===== src/rtl/ripple_carry_pkg.sv =====
// Shared constants for the ripple-carry adder slice.
// Only the default operand width lives here; each instance may override N.
package ripple_carry_pkg;

    localparam int unsigned RC_DEFAULT_N = 8;

endpackage


===== src/rtl/ripple_carry_full_adder.sv =====
// One-bit full adder cell; the top chains N of these LSB to MSB.
module full_adder (
    input  logic a,
    input  logic b,
    input  logic cin,
    output logic s,
    output logic cout
);

    logic p;

    assign p    = a ^ b;
    assign s    = p ^ cin;
    assign cout = (a & b) | (cin & p);

endmodule


===== src/rtl/ripple_carry.sv =====
// N-bit ripple-carry adder with a single output register stage.
// The carry chain is combinational; sum, carry and out_valid are flopped once.
module ripple_carry
    import ripple_carry_pkg::*;
#(
    parameter int unsigned N = RC_DEFAULT_N
) (
    input  logic         clk,
    input  logic         rst_n,
    input  logic         in_valid,
    input  logic [N-1:0] a,
    input  logic [N-1:0] b,
    input  logic         cin,
    output logic [N-1:0] sum,
    output logic         carry,
    output logic         out_valid
);

    logic [N:0]   c;
    logic [N-1:0] s;

    assign c[0] = cin;

    for (genvar i = 0; i < N; i++) begin : g_fa
        full_adder u_fa (
            .a   (a[i]),
            .b   (b[i]),
            .cin (c[i]),
            .s   (s[i]),
            .cout(c[i+1])
        );
    end

    logic [N-1:0] sum_d, sum_q;
    logic         carry_d, carry_q;
    logic         out_valid_d, out_valid_q;

    // Result registers hold across idle cycles; only the valid flag drops.
    always_comb begin
        sum_d       = sum_q;
        carry_d     = carry_q;
        out_valid_d = 1'b0;
        if (in_valid) begin
            sum_d       = s;
            carry_d     = c[N];
            out_valid_d = 1'b1;
        end
    end

    always_ff @(posedge clk) begin
        if (!rst_n) begin
            sum_q       <= '0;
            carry_q     <= 1'b0;
            out_valid_q <= 1'b0;
        end else begin
            sum_q       <= sum_d;
            carry_q     <= carry_d;
            out_valid_q <= out_valid_d;
        end
    end

    assign sum       = sum_q;
    assign carry     = carry_q;
    assign out_valid = out_valid_q;

endmodule


===== config.mk =====
export PLATFORM = sky130hd
export DESIGN_NAME = ripple_carry
export DESIGN_NICKNAME = d
export VERILOG_FILES = /design/src/rtl/ripple_carry_pkg.sv /design/src/rtl/ripple_carry_full_adder.sv /design/src/rtl/ripple_carry.sv
export SDC_FILE = /design/constraint.sdc
export NUM_CORES = 1
export LEC_CHECK = 0
export ABC_CLOCK_PERIOD_IN_PS = 3500
export CORE_UTILIZATION = 33
export CTS_CLUSTER_DIAMETER = 40
export DETAILED_ROUTE_END_ITERATION = 8
export PLACE_DENSITY = 0.73
export SYNTH_ARGS = -nofsm -noshare
export SYNTH_HDL_FRONTEND = slang
export SYNTH_SLANG_ARGS = --single-unit

===== constraint.sdc =====
create_clock -name clk -period 3.5 [get_ports clk]
set_input_delay 0.525 -clock clk [delete_from_list [all_inputs] [get_ports clk]]
set_output_delay 0.525 -clock clk [all_outputs]
set_load 0.05 [all_outputs]

==> metrics.yaml <==
status:
  status: "completed"
finish:
  stdcell_area_um2: 892
  antenna_cells: 0
  nNetsFinal: 106
  drive_gt1_share_pct: 25.0
  syn2layout_area_growth_pct: 62.8
timing:
  setup_viol: 0
  fin_ws_ps: 53.0
  tightest_slew_ps: 598
  period_needed_ps: 3450
  fmax_ghz: 0.290
  slew_headroom_pct: 60.0
  slew_violations: 0
  min_period_over_period_pct: 98.5
  hold_viol_final: 0
  rsz0062_at_grt: "yes"
  final.setup_skew_ps: 0
  hold_ws_ps: 484
  tns_ps: 0
critical_path:
  cp.required_ps: 3700
  worst-path-max-fanout: 1
  critical_path_arrival_ps: 3650
  reg2reg_to: "sum[6]"
  critical_path_class: "primary input to flop"
  r2r-start: "sum[6]"
  endpoint_kind: "flop"
  ff2ff_setup_slack_ps: 2850
  rr_worst_depth: 2
  cp-start-kind: "primary input"
synth:
  synthCells: 46
  synth_top_area_share_pct: 36.5
  syn_avg_cell_area_um2: 11.9
  synth.area.top_cells: "dfxtp_1, fa_1, mux2i_1, nor2b_1, o211a_1"
  netlist_top_cells_count: "dfxtp_1, fa_1, inv_1"
  yosysSeqAreaShare_pct: 36.5
  synth_top_area_cell: "dfxtp_1"
  yosys_most_used_dff: "dfxtp_1"
  synth_nets: 74
  ys_ff_latch: 10
  postSynth.asyncResetShare_pct: 0
  synth_area_um2: 548
  ys_warn_count: 0
  yosysMostFrequentCell: "dfxtp_1"
  ys_types: 10
  synth_edf_count: 0
worst_hold_path:
  hold_depth: 1
  hp-start: "sum[0]"
  hold_path.class: "flop to flop"
  whs_endpoint: "sum[0]"
clock_network:
  clk_pin_slew_ps: 60
  cts_tree: "built"
  clk_latency_ps: 250
  cts-root-buf: "clkbuf_4"
  cts_buffers: 3
  clockBufferDepth: 2
  cts.sinks: 10
  cts_setup_buffers: 0
  h-tree-depth: 1
  cts_hold_buf: 0
placed_design:
  port_buffers: 29
  hpwlAfterDp_um: 922
  gp_congestion: 0.601
  post_dp_cell_area_um2: 856
  place_ws_ps: -629
grt:
  grt_max_degree: 14
  grt_use_total_pct: 15.1
  grt_pass1_vias: 496
  antenna_found_initial: 0
  grt_overflow: 0
  grt_pass1_wl_mm: 2.01
floorplan:
  rows: 14
  initial_core_util_pct: 36.0
  floorplan.io_pins: 30
  die_width_um: 42.8
  die-area_mm2: 0.00183
  die_y_um: 42.8
  core-area_mm2: 0.00152
routing:
  post-route-drc-count: 0
  drt_pre_antenna_iters: 1
  drt-wirelength-per-cell_um: 12.3
  via_per_inst: 4.57
  antenna_left: 0
  finalWirelength_mm: 1.13
  vias: 420
  drt-initial-drc-count: 0
run:
  drv_cap: 0
power_and_ir_drop:
  irDropWorstVdd_mv: 0.250
  p_total_w: 0.000342
  p_leak_nw: 0.387
  power_density_mw_per_mm2: 384
-- logic make-up after synthesis --
logic type	count (synthesis)	share of synthesized area (%)
flops	10	36.5
mux	6	11.0
fa+ha+maj	8	29.2
compound gates	3	5.48
simple gates	10	10.3
buf+inv	9	7.53
-- stage by stage --
step	cells	utilization, %
6_report	92	58.5
5_1_grt	92	58.5
2_1_floorplan	46	-
3_3_place_gp	89	56.2
4_1_cts	92	58.4
3_5_place_dp	89	56.2
-- where the power goes --
| group | internal, W | total, W | switching, W |
|---|---|---|---|
| registers | 0.000125 | 0.000131 | 0.00000545 |
| clock network | 0.0000396 | 0.0000784 | 0.0000388 |
| logic | 0.0000606 | 0.000133 | 0.0000726 |
| total | 0.000225 | 0.000342 | 0.000117 |
-- placed cells by master, fill, tap and decap left out, types with 3 or more instances in the layout --
master / synthesis / final
inv_4: 0 / 3
buf_6: 1 / 3
o211a_1: 3 / 3
fa_2: 0 / 7
clkbuf_4: 0 / 3
mux2i_1: 6 / 6
clkdlybuf4s50_1: 0 / 24
nor2b_1: 6 / 6
nand2_1: 3 / 3
dfxtp_1: 10 / 10
-- worst max-delay path, stage by stage --
cell and delay [ps]:
buf_6 100, inv_4 40, fa_2 200, inv_2 40
fa_2 340, fa_2 360, fa_2 340, fa_2 340
fa_2 340, fa_2 340, inv_2 60, fa_1 400
nand2_1 80, o211a_1 140
-- layout make-up --
type	instances	area [um2]
multi-input cells	27	324
clock buffers	3	22.5
flip-flops and latches	10	200
inverters	7	33.8
repair buffers	29	292
well taps	16	20.0
fillers	136	632
-- layer usage --
metal | share of wire (%) | vias to the layer above | GRT usage (%)
met4 | 0.71 | 0 | 9.38
met1 | 37 | 203 | 16.0
met5 | 0 | - | 0
li1 | - | 203 | -
met3 | 4.8 | 2 | 2.98
met2 | 57 | 12 | 27.0
-- what timing repair did --
| action | 4_1_cts | 5_1_grt |
|---|---|---|
| pin swaps | 8 | 8 |
| resized for setup | 24 | 1 |
| setup endpoints to repair | 2 | 1 |
-- worst max-delay path by stage --
stage               start     end  slack, ps  depth (start not counted)
floorplan            a[0]  sum[7]        -60                         13
global placement     a[0]  sum[7]       -570                         14
detailed placement   a[0]  sum[7]       -630                         14
CTS                   cin  sum[7]        -90                         14
global route         a[0]  sum[7]        -70                         14
finish               a[0]  sum[7]         50                         14
-- state kept, by name (all words and copies together), names as in the netlist --
name,cells
carry,1
out_valid,1
sum,8
(Power assumes the default switching activity.)
